===== config.mk =====
export PLATFORM = sky130hd
export DESIGN_NAME = mem_wb_stage_flat
export DESIGN_NICKNAME = d
export VERILOG_FILES = /design/src/rtl/mem_wb_if.sv /design/src/rtl/mem_wb_stage.sv /design/src/flat_wrapper.sv
export SDC_FILE = /design/constraint.sdc
export NUM_CORES = 1
export LEC_CHECK = 0
export ABC_AREA = 1
export BUFFER_PORTS_ARGS = -buffer_cell sky130_fd_sc_hd__buf_2
export CAP_MARGIN = 20
export CORE_MARGIN = 3
export CORE_UTILIZATION = 54
export CTS_BUF_LIST = sky130_fd_sc_hd__clkbuf_4
export CTS_CLUSTER_DIAMETER = 60
export DETAILED_ROUTE_END_ITERATION = 7
export GPL_ROUTABILITY_DRIVEN = 1
export PLACE_DENSITY = 0.83
export SYNTH_ARGS = -nofsm -noshare
export SYNTH_HDL_FRONTEND = slang
export SYNTH_SLANG_ARGS = --single-unit

===== constraint.sdc =====
create_clock -name clk -period 2.4 [get_ports clk]
set_clock_uncertainty 0.15 [all_clocks]
set_input_delay 0.24 -clock clk [delete_from_list [all_inputs] [get_ports clk]]
set_output_delay 0.24 -clock clk [all_outputs]
set_load 0.1 [all_outputs]

===== src/rtl/mem_wb_if.sv =====
// MEM/WB stage bus: MEM-stage inputs and pipeline controls flow in,
// registered write-back controls and debug state flow out.
interface mem_wb_if #(
  parameter int RETIRE_W = 32
);
  logic                stall;
  logic                flush;
  logic                in_valid;
  logic [31:0]         alu_result;
  logic [31:0]         mem_rdata;
  logic [4:0]          rd_in;
  logic                reg_wr_in;
  logic                mem_to_reg_in;
  logic [2:0]          ld_type_in;
  logic                wb_valid;
  logic                wb_reg_wr;
  logic [4:0]          wb_rd;
  logic [31:0]         wb_data;
  logic                wb_adr_err;
  logic [31:0]         bad_addr;
  logic [RETIRE_W-1:0] retired;

  // Upstream side: drives the MEM-stage fields, observes write-back results.
  modport master (
    output stall, flush, in_valid, alu_result, mem_rdata, rd_in,
           reg_wr_in, mem_to_reg_in, ld_type_in,
    input  wb_valid, wb_reg_wr, wb_rd, wb_data, wb_adr_err, bad_addr, retired
  );

  // Stage side: consumes the MEM-stage fields, produces write-back results.
  modport slave (
    input  stall, flush, in_valid, alu_result, mem_rdata, rd_in,
           reg_wr_in, mem_to_reg_in, ld_type_in,
    output wb_valid, wb_reg_wr, wb_rd, wb_data, wb_adr_err, bad_addr, retired
  );
endinterface


===== src/rtl/mem_wb_stage.sv =====
// MEM/WB pipeline register with big-endian load alignment, misaligned-load
// detection, a retired-instruction counter and a last-fault address register.
module mem_wb_stage #(
  parameter int RETIRE_W = 32
) (
  input logic     clk,
  input logic     rst_n,
  mem_wb_if.slave bus
);

  localparam logic [2:0] LD_LW  = 3'b000;
  localparam logic [2:0] LD_LB  = 3'b001;
  localparam logic [2:0] LD_LBU = 3'b010;
  localparam logic [2:0] LD_LH  = 3'b011;
  localparam logic [2:0] LD_LHU = 3'b100;

  localparam logic [RETIRE_W-1:0] RETIRE_ONE = {{(RETIRE_W-1){1'b0}}, 1'b1};

  // Extract and extend a load from a big-endian word; reserved types act as LW.
  function automatic logic [31:0] align_load(input logic [31:0] word,
                                             input logic [1:0]  off,
                                             input logic [2:0]  ty);
    logic [7:0]  b;
    logic [15:0] h;
    logic [31:0] res;
    case (off)
      2'b00:   b = word[31:24];
      2'b01:   b = word[23:16];
      2'b10:   b = word[15:8];
      2'b11:   b = word[7:0];
      default: b = 8'h00;
    endcase
    h = off[1] ? word[15:0] : word[31:16];
    case (ty)
      LD_LB:   res = {{24{b[7]}}, b};
      LD_LBU:  res = {24'h000000, b};
      LD_LH:   res = {{16{h[15]}}, h};
      LD_LHU:  res = {16'h0000, h};
      LD_LW:   res = word;
      default: res = word;
    endcase
    return res;
  endfunction

  // Alignment fault for a load: bytes never fault, halfwords need an even
  // address, words (and reserved types) need a word-aligned address.
  function automatic logic load_misaligned(input logic [1:0] off,
                                           input logic [2:0] ty);
    logic res;
    case (ty)
      LD_LB, LD_LBU: res = 1'b0;
      LD_LH, LD_LHU: res = off[0];
      default:       res = (off != 2'b00);
    endcase
    return res;
  endfunction

  logic                w_fault;
  logic [31:0]         w_sel_data;
  logic                w_capture;

  logic                r_valid;
  logic                r_reg_wr;
  logic [4:0]          r_rd;
  logic [31:0]         r_data;
  logic                r_adr_err;
  logic [31:0]         r_bad_addr;
  logic [RETIRE_W-1:0] r_retired;

  // Select write-back data and evaluate the fault; the ALU path never faults.
  always_comb begin
    w_fault    = 1'b0;
    w_sel_data = bus.alu_result;
    if (bus.mem_to_reg_in) begin
      w_fault    = load_misaligned(bus.alu_result[1:0], bus.ld_type_in);
      w_sel_data = align_load(bus.mem_rdata, bus.alu_result[1:0], bus.ld_type_in);
    end else begin
      w_fault    = 1'b0;
      w_sel_data = bus.alu_result;
    end
  end

  assign w_capture = !bus.stall && !bus.flush;

  // Stage registers: stall holds everything, flush kills the controls only,
  // otherwise capture the MEM-stage instruction.
  always_ff @(posedge clk or negedge rst_n) begin
    if (!rst_n) begin
      r_valid   <= 1'b0;
      r_reg_wr  <= 1'b0;
      r_rd      <= 5'd0;
      r_data    <= 32'h0000_0000;
      r_adr_err <= 1'b0;
    end else if (bus.stall) begin
      r_valid   <= r_valid;
      r_reg_wr  <= r_reg_wr;
      r_adr_err <= r_adr_err;
    end else if (bus.flush) begin
      r_valid   <= 1'b0;
      r_reg_wr  <= 1'b0;
      r_adr_err <= 1'b0;
    end else begin
      r_valid   <= bus.in_valid;
      r_rd      <= bus.rd_in;
      r_data    <= w_sel_data;
      r_adr_err <= bus.in_valid & w_fault;
      r_reg_wr  <= bus.in_valid & bus.reg_wr_in & (bus.rd_in != 5'd0) & !w_fault;
    end
  end

  // Debug state: latch the faulting address, count cleanly retired instructions.
  always_ff @(posedge clk or negedge rst_n) begin
    if (!rst_n) begin
      r_bad_addr <= 32'h0000_0000;
      r_retired  <= {RETIRE_W{1'b0}};
    end else if (w_capture && bus.in_valid) begin
      if (w_fault) begin
        r_bad_addr <= bus.alu_result;
      end else begin
        r_retired  <= r_retired + RETIRE_ONE;
      end
    end
  end

  assign bus.wb_valid   = r_valid;
  assign bus.wb_reg_wr  = r_reg_wr;
  assign bus.wb_rd      = r_rd;
  assign bus.wb_data    = r_data;
  assign bus.wb_adr_err = r_adr_err;
  assign bus.bad_addr   = r_bad_addr;
  assign bus.retired    = r_retired;

endmodule


===== src/flat_wrapper.sv =====
// flat-port wrapper written by rule: the top's interface ports become plain ports
module mem_wb_stage_flat 
#(
  parameter int RETIRE_W = 32
)
  (clk, rst_n, bus_stall, bus_flush, bus_in_valid, bus_alu_result, bus_mem_rdata, bus_rd_in, bus_reg_wr_in, bus_mem_to_reg_in, bus_ld_type_in, bus_wb_valid, bus_wb_reg_wr, bus_wb_rd, bus_wb_data, bus_wb_adr_err, bus_bad_addr, bus_retired);
  mem_wb_if #(.RETIRE_W(RETIRE_W)) bus_i ();
  input logic clk;
  input logic rst_n;
  input wire logic [$bits(bus_i.stall)-1:0] bus_stall;
  input wire logic [$bits(bus_i.flush)-1:0] bus_flush;
  input wire logic [$bits(bus_i.in_valid)-1:0] bus_in_valid;
  input wire logic [$bits(bus_i.alu_result)-1:0] bus_alu_result;
  input wire logic [$bits(bus_i.mem_rdata)-1:0] bus_mem_rdata;
  input wire logic [$bits(bus_i.rd_in)-1:0] bus_rd_in;
  input wire logic [$bits(bus_i.reg_wr_in)-1:0] bus_reg_wr_in;
  input wire logic [$bits(bus_i.mem_to_reg_in)-1:0] bus_mem_to_reg_in;
  input wire logic [$bits(bus_i.ld_type_in)-1:0] bus_ld_type_in;
  output wire logic [$bits(bus_i.wb_valid)-1:0] bus_wb_valid;
  output wire logic [$bits(bus_i.wb_reg_wr)-1:0] bus_wb_reg_wr;
  output wire logic [$bits(bus_i.wb_rd)-1:0] bus_wb_rd;
  output wire logic [$bits(bus_i.wb_data)-1:0] bus_wb_data;
  output wire logic [$bits(bus_i.wb_adr_err)-1:0] bus_wb_adr_err;
  output wire logic [$bits(bus_i.bad_addr)-1:0] bus_bad_addr;
  output wire logic [$bits(bus_i.retired)-1:0] bus_retired;
  assign bus_i.stall = bus_stall;
  assign bus_i.flush = bus_flush;
  assign bus_i.in_valid = bus_in_valid;
  assign bus_i.alu_result = bus_alu_result;
  assign bus_i.mem_rdata = bus_mem_rdata;
  assign bus_i.rd_in = bus_rd_in;
  assign bus_i.reg_wr_in = bus_reg_wr_in;
  assign bus_i.mem_to_reg_in = bus_mem_to_reg_in;
  assign bus_i.ld_type_in = bus_ld_type_in;
  assign bus_wb_valid = bus_i.wb_valid;
  assign bus_wb_reg_wr = bus_i.wb_reg_wr;
  assign bus_wb_rd = bus_i.wb_rd;
  assign bus_wb_data = bus_i.wb_data;
  assign bus_wb_adr_err = bus_i.wb_adr_err;
  assign bus_bad_addr = bus_i.bad_addr;
  assign bus_retired = bus_i.retired;
  mem_wb_stage #(.RETIRE_W(RETIRE_W)) u_core (.clk(clk), .rst_n(rst_n), .bus(bus_i));
endmodule

# [After elaboration in Yosys (flattened, before gate mapping)]
# Cells that the tools add are included.
[word_totals] register_bits=104 inputBits=79 out_inout_bits=104 wordCells=44
[op_classes] addsub=1 n_eq_ne=7 mux=9 bitwise_logic=7 n_reduce_logical=13
[ops] op="32-bit one-hot mux with 4 select lines" count=1
[ops] op="32-bit by 1-bit adder with 32-bit output (second input constant)" count=1
[ops] op="32-bit 2-to-1 mux" count=1
[ops] op="8-bit one-hot mux with 4 select lines" count=1
[ops] op="16-bit 2-to-1 mux" count=1
[ops] op="3-bit by 2-bit == test with 1-bit output (second input constant)" count=2
[ops] op="2-bit AND reduction" count=3
[ops] op="5-bit nonzero test" count=1
[ops] op="1-bit AND" count=4
[ops] op="2-bit == test (second input constant)" count=2
[ops] op="1-bit 2-to-1 mux" count=4
[ops] op="2-bit OR reduction" count=2
[ops] op="3-bit by 1-bit == test with 1-bit output (second input constant)" count=1
[ops] op="3-bit == test (second input constant)" count=1
[ops] op="1-bit logical NOT" count=3
[ops] op="1-bit inverter" count=3
[ops] op="2-bit by 1-bit == test with 1-bit output (second input constant)" count=1
[ops] op="1-bit logical AND" count=2
[ops] op="2-bit logical NOT" count=1
[ops] op="1-bit one-hot mux with 2 select lines" count=1
[ops] op="2-bit nonzero test" count=1

# [Longest topological paths before layout]
# Gate-level depths: netlist of the first run.
[depth] word_depth=7 ltp_mapped=12 mapped_depth_nobuf=11

# [Worst setup path after synthesis of the first run]
# Ideal clock, no wire load.
[synth_timing] path_type="reg-to-reg" startpoint="reg u_core.r_retired[0] (netlist: u_core.bus.retired[0])" endpoint="reg u_core.r_retired[28] (netlist: u_core.bus.retired[28])" setup_time_ns=0.119 arrival_time_ns=2.168 t_required_ns=2.131 path_slack_ns=-0.038 path_stages_with_launch=11 path_buffers=0 period_less_slack_ns=2.438 path_cell_list="dfrtp_1 ha_1 inv_1 nor2_1 inv_1 nor2_1 nand2_1 nand2_1 nand2_1 nand2_1 nand2_1"
[synth_between] elab_chain_cells=1
[synth_lines] item="start, declared" line="mem_wb_stage.sv:68" source="logic [RETIRE_W-1:0] r_retired;"
[synth_lines] item="start signal, assigned" line="mem_wb_stage.sv:115" source="r_retired <= {RETIRE_W{1'b0}};"
[synth_lines] item="start signal, assigned" line="mem_wb_stage.sv:120" source="r_retired <= r_retired + RETIRE_ONE;"
[synth_lines] item="32-bit by 1-bit adder with 32-bit output" line="mem_wb_stage.sv:120"
# Every way passes these cells.
# A chain may end at the register's enable or synchronous reset.

# [Final worst setup path of the first run]
[layout_timing] startpoint="in bus_mem_to_reg_in" endpoint="reg u_core.r_retired[6] (netlist: u_core.bus.retired[6])"
[layout_between] elab_chain_cells=3
[layout_lines] item="start, declared" line="flat_wrapper.sv:17" source="input wire logic [$bits(bus_i.mem_to_reg_in)-1:0] bus_mem_to_reg_in;"
[layout_lines] item="1-bit 2-to-1 mux" line="mem_wb_stage.sv:74" source="if (bus.mem_to_reg_in) begin"
[layout_lines] item="1-bit inverter (no line)"
[layout_lines] item="2-bit AND reduction (no line)"
# Every way passes these cells.

==> results of run 1 <==
## synth_stat cells, types with 11 or more instances
cell / number / area, µm²
o21ai_2: 23 / 201
o21ai_0: 31 / 155
nand2_1: 341 / 1280
a21oi_1: 60 / 300
inv_1: 63 / 236
nand3_1: 31 / 155
dfrtp_1: 104 / 2600
nor2_1: 77 / 289
nand2_2: 22 / 138
nand3b_1: 13 / 97.6
xor2_1: 11 / 96.3
## routing by layer
metal	track usage [%]	wire length [µm]	vias to the layer above
met5	0	0	-
li1	-	-	3160
met4	10.8	626	0
met1	38.0	7590	3012
met3	5.15	1550	64
met2	47.6	8590	367
## through the flow
step,power [mW],std cells,worst slack (ns)
2_1_floorplan,4.84,864,0.000831
3_3_place_gp,5.38,1159,0.328
3_5_place_dp,5.42,1159,0.249
4_1_cts,6.44,1236,0.477
5_1_grt,6.71,1236,0.224
6_report,6.45,1236,0.458
## final cells by class
cell class,instances,area [µm²],area share (%)
sequential,104,2600,33.0
inverter,71,274,3.47
timing repair buffer,252,1620,20.5
clock buffer,11,82.6,1.05
multi-input combinational,653,3080,39.0
clock inverter,5,57.6,0.730
tap,140,175,2.22
## cells by family after synthesis
| group | synth area share [%] |
|---|---|
| compound gates | 12.0 |
| xor+xnor | 2.25 |
| fa+ha+maj | 0.201 |
| buf+inv | 8.91 |
| flops | 41.7 |
| simple gates | 34.9 |
## worst max-delay path by stage
stage	cells after the start	slack (ns)	startpoint	endpoint
final	8	0.46	bus_mem_to_reg_in	u_core.bus.retired[6]
after global routing	10	0.22	u_core.bus.retired[0]	u_core.bus.retired[28]
after CTS	10	0.48	u_core.bus.retired[0]	u_core.bus.retired[28]
after detailed placement	10	0.25	bus_ld_type_in[2]	u_core.bus.retired[6]
after global placement	10	0.33	bus_ld_type_in[2]	u_core.bus.retired[16]
after floorplan	10	0.0008	u_core.bus.retired[1]	u_core.bus.retired[28]
## registers in the layout (all words and copies together) (netlist names)
signal and cells:
u_core.bus.bad_addr 32, u_core.bus.wb_rd 5, u_core.bus.retired 32, u_core.bus.wb_data 32, u_core.bus.wb_valid 1, u_core.bus.wb_adr_err 1, u_core.bus.wb_reg_wr 1
## worst min-delay path: cells and delay by family
| family | cells | cell delay [ns] |
|---|---|---|
| buf+inv | 2 | 0.18 |
| compound gates | 2 | 0.13 |
| simple gates | 1 | 0.07 |
## power groups by stage
stage          combinational [mW]  sequential (mW)  clock [mW]
2_1_floorplan               0.586             4.26           0
3_3_place_gp                 3.14             2.24           0
3_5_place_dp                 3.18             2.25           0
4_1_cts                      3.25             2.22       0.967
5_1_grt                      3.40             2.26        1.05
6_report                     3.26             2.22       0.962
==> results.md, run 1 <==
* Design Area, Final at 7890 µm²
* Setup bufs post-CTS at 0
* Syn_nets at ~940
* Post-DP HPWL at between 10,000 and 15,000 µm
* Site Rows at 38
* Pwr/cell area at a little over 800 nW/µm²
* Final Hold Fails at 0
* P_leak at 4.24 nW
* Skew-Pair Late Insertion Delay at 0.46 ns
* Die ar. at 12,900 µm²
* Hold Path Stages at 5
* Syn Std Cell Area at 6230 µm²
* Startpoint Class: input pin
* Layout area overhead at 26.5%
* Initial antenna violation count at 0
* Layout cells sized above 1 at 25.6%
* WS Path Type: in2reg
* CTS tree: yes
* Max clock buf depth at 2
* Clock slew at reported path FFs at 0.16 ns
* Crit Path Max Fanout at 38
* Worst path slowest cell: dlygate4sd3_1
* Setup crit end kind: flip-flop
* Sequential power share at 34.5%
* Reg2Reg Depth at 10
* CP delay by family, top: buffers and inverters
* Vias after detailed routing at 6,603
* Post-synth cell types at 34
* Via-to-Cell Ratio at 5.34
* Syn Area/Cell at 7.22 µm²
* Internal at 2.93 mW
* WL per Instance at between 10 and 15 µm
* Crit path cell chain: dlygate4sd3_1 -> buf_2 -> clkinv_1 -> nor2_4 -> nand2_4 -> nand2_4 -> buf_4 -> o21ai_0
* Max-slew headroom at between 50% and 60%
* EDFF count, synth at 0
* Worst r2r src: u_core.bus.retired[0]
* Initial detailed-routing violation count at 675
* Critical Path AT at 2.13 ns
* Pin count of the biggest net entering global routing at 56
* Total grt overflow at 0
* Global-route wire length before repair at 30,200 µm
* Max-slew violations at 0
* Final ANT Viol Nets at 0
* Capture point of the worst reg-to-reg path: u_core.bus.retired[28]
* Initial core utilization at a little under three fifths
* Vias in the first global route at 6,263
* Die X at 113 µm
* Slowest stage delay, CP at 0.51 ns
* CP bufs+invs at 4
* FILL cells at approximately 900
* Ys async rst share at 100%
* Cts bufs inserted at 9
* Final Critical Period at 1.94 ns
* ANT cells at 0
* Hold Path Sink: u_core.bus.wb_data[8]
* Synth Warn # at 0
* DR pass1 iterations at 8
* Max Cap Viol at 0
* Commonest register cell after synthesis: dfrtp_1
* Final Setup Violations at 0
* RSZ-0062 raised after global routing: false
* CTS Hold Bufs at 61
* Core Footprint at 11,100 µm²
* Most frequent cells in the layout: 341 x nand2_1, 181 x buf_2, 103 x dfrtp_1
* Seq/Total Area, Yosys at 41.7%
* Level count of the clock H-tree at 3
* WL final at about 18,000 µm
* Clock tree sinks at 104
* Switching power at 3.52 mW
* Hold Slack at 0.0153 ns
* # IOs at 183
* Placed cell area at about 7100 µm²
* Period utilization at between 80% and 90%
* HP Class: in2reg
* Peak supply drop at 0.857 mV
* Status: finished, final reports clean
* CP required at 2.58 ns
* DRC Markers at 0
* Final Wtd Congestion at 0.935
* R2r setup slk at 0.47 ns
* Most common cell after layout, fill and taps aside: nand2_1
* Net Sw Frac at between 50% and 60%
* GRT Overall Usage at 28.8%
* Comb power frac at 50.6%
* Setup_tns at 0 ns
* Die Y at 113 µm
* Post-CTS sizing at 0
* Post-Syn Instances at between 800 and 900
* Register bit total from synthesis at roughly 100
* Most frequent cell on the critical path: nand2_4
* Nets at 1,171
* Min-delay src: bus_mem_rdata[8]
* Worst Tran Pin Value at 0.602 ns
* Final core utilization at 71.2%
* Clock share of power at ~15%
* Clk root buf: clkbuf_4
* Fmax at 515 MHz
* PortBufs at ~180
Power figures use the tool's default switching activity.
==> inputs of run 2 (changes only) <==
--- a/config.mk
+++ b/config.mk
@@ -9,12 +9,12 @@
 export BUFFER_PORTS_ARGS = -buffer_cell sky130_fd_sc_hd__buf_2
 export CAP_MARGIN = 20
 export CORE_MARGIN = 3
-export CORE_UTILIZATION = 54
+export CORE_UTILIZATION = 49
 export CTS_BUF_LIST = sky130_fd_sc_hd__clkbuf_4
 export CTS_CLUSTER_DIAMETER = 60
 export DETAILED_ROUTE_END_ITERATION = 7
 export GPL_ROUTABILITY_DRIVEN = 1
-export PLACE_DENSITY = 0.83
+export PLACE_DENSITY = 0.79
 export SYNTH_ARGS = -nofsm -noshare
 export SYNTH_HDL_FRONTEND = slang
 export SYNTH_SLANG_ARGS = --single-unit
==> constraint.sdc (replaced) <==
create_clock -name clk -period 1.6 [get_ports clk]
set_clock_uncertainty 0.15 [all_clocks]
set_input_delay 0.16 -clock clk [delete_from_list [all_inputs] [get_ports clk]]
set_output_delay 0.16 -clock clk [all_outputs]
set_load 0.1 [all_outputs]
==> results.md, run 2 (synthesis results as in run 1) <==
* Status: finished with violations
* Failing checks: setup timing
* Vias after detailed routing at between 6k and 7k
* Final Setup Violations at 1
* Setup crit end kind: flip-flop
* Die Y at between 100 and 150 µm
* Level count of the clock H-tree at 3
* Total grt overflow at 0
* CTS tree: yes
* DRC Markers at 0
* DR pass1 iterations at 5
* Initial antenna violation count at 1
* Initial core utilization at about half
* Layout cells sized above 1 at 34.1%
* Met2 Use GR at 51.7%
* Fmax at 596 MHz
* P_leak at 4.59 nW
* Post-DP HPWL at 13,800 µm
* GR Util met1 at 34.2%
* RSZ-0062 raised after global routing: true
* Final Hold Fails at 0
* Pwr/cell area at 1140 nW/µm²
* Slowest stage delay, CP at 0.57 ns
* GRT Overall Usage at 29.7%
* Hold Slack at approximately 0.027 ns
* Critical Path AT at 1.92 ns
* Worst Tran Pin Value at 0.389 ns
* GRT met3 Usage at 7.13%
* Peak supply drop at 1.27 mV
* Core Footprint at 12,200 µm²
* Period utilization at 105%
* Initial detailed-routing violation count at between 500 and 600
* Clk root buf: clkbuf_4
* Skew-Pair Late Insertion Delay at 0.48 ns
* Site Rows at 40
* Pre-CTS WS at -0.0972 ns
* HP Class: in2reg
* Max clock buf depth at 2
* CP required at roughly 1.8 ns
* WL per Instance at 16.2 µm
* Setup ws final at -0.0779 ns
* Global-route wire length before repair at 33,900 µm
* CP bufs+invs at 4
* WS Path Type: in2reg
* Max-slew violations at 0
* Crit path cell chain: dlygate4sd3_1 -> buf_2 -> inv_1 -> nand2_1 -> nand3_1 -> nand3_1 -> nand2_1 -> dlygate4sd3_1 -> a21oi_1
* Vias in the first global route at 6,884
* Clock tree sinks at 104
* Clock slew at reported path FFs at 0.17 ns
* CP delay by family, top: buffers and inverters
* Most frequent cells in the layout: 324 x nand2_1, 102 x buf_4, 80 x dlygate4sd3_1
* Via-to-Cell Ratio at 5.25
* Final ANT Viol Nets at 0
* Die X at about 120 µm
* Startpoint Class: input pin
* Final Critical Period at approximately 1.7 ns
* Worst path slowest cell: dlygate4sd3_1
* Die ar. at about 14,000 µm²
* Most common cell after layout, fill and taps aside: nand2_1
* PortBufs at 182
* Max Cap Viol at 0
* Layout area overhead at 46.6%
* Max-slew headroom at roughly 74%
* Pin count of the biggest net entering global routing at 68
* Nets at 1,221
* Final Wtd Congestion at 0.944
* Crit Path Max Fanout at 3
* # IOs at about 180
* WL final at 21,300 µm
* Most used routing layer: met2
* Cts bufs inserted at 9
## run 2: power breakdown
part	internal, mW	switching (mW)	leakage (nW)
Sequential	3.08	0.387	1.28
Combinational	1.30	4.17	3.23
Clock	0.496	0.997	0.0784
Total	4.88	5.55	4.59
## run 2: what timing repair did
| action | 4_1_cts | 5_1_grt |
|---|---|---|
| pin swaps | 0 | 10 |
| endpoints found under the hold margin | 175 | 1 |
| buffers inserted | 0 | 6 |
| hold buffers | 81 | 1 |
| gates resized for setup | 126 | 36 |
| endpoints found under the setup margin | 106 | 54 |
## run 2: area by class of cell
class	count	area (µm²)
fillers	889	3070
clock buffers	9	67.6
repair buffers	302	2510
diodes	1	2.50
multi-input cells	653	3270
inverters	71	277
clock inverters	7	80.1
well taps	168	210
flip-flops and latches	104	2710
## run 2: path summary, 6_finish.rpt
path,from,endpoint,slack (ns),depth (start not counted)
hold / removal,bus_mem_to_reg_in,u_core.bus.wb_data[12],0.03,4
hold reg to reg,u_core.bus.wb_data[26],u_core.bus.wb_data[26],0.35,2
setup / recovery,bus_mem_rdata[29],u_core.bus.wb_data[13],-0.08,9
max in group asynchronous,rst_n,u_core.bus.bad_addr[17],0.27,4
min in group asynchronous,rst_n,u_core.bus.wb_rd[2],0.51,3
setup reg to reg,u_core.bus.retired[0],u_core.bus.retired[24],0.01,10
## run 2: per-layer routing
metal	vias to the layer above	routed length (µm)
met2	329	10700
met3	79	1560
met4	0	914
met5	-	0
li1	3270	-
met1	3224	8080
## run 2: worst min-delay path: stages
cell,delay [ns]
buf_2,0.12
buf_4,0.18
nand2_1,0.12
a21oi_2,0.06
## run 2: stage by stage
stage               cell area [µm²]  power (mW)  util [%]  std cells  TNS (ns)
global placement               7690        8.34      63.0       1213    -0.644
finish                         9140        10.4      74.8       1315   -0.0779
global route                   9140        10.8      74.8       1315     -1.28
floorplan                      6480        7.40         -        864    -0.451
detailed placement             7690        8.39      63.0       1213     -3.30
CTS                            9000        10.3      73.7       1310         0
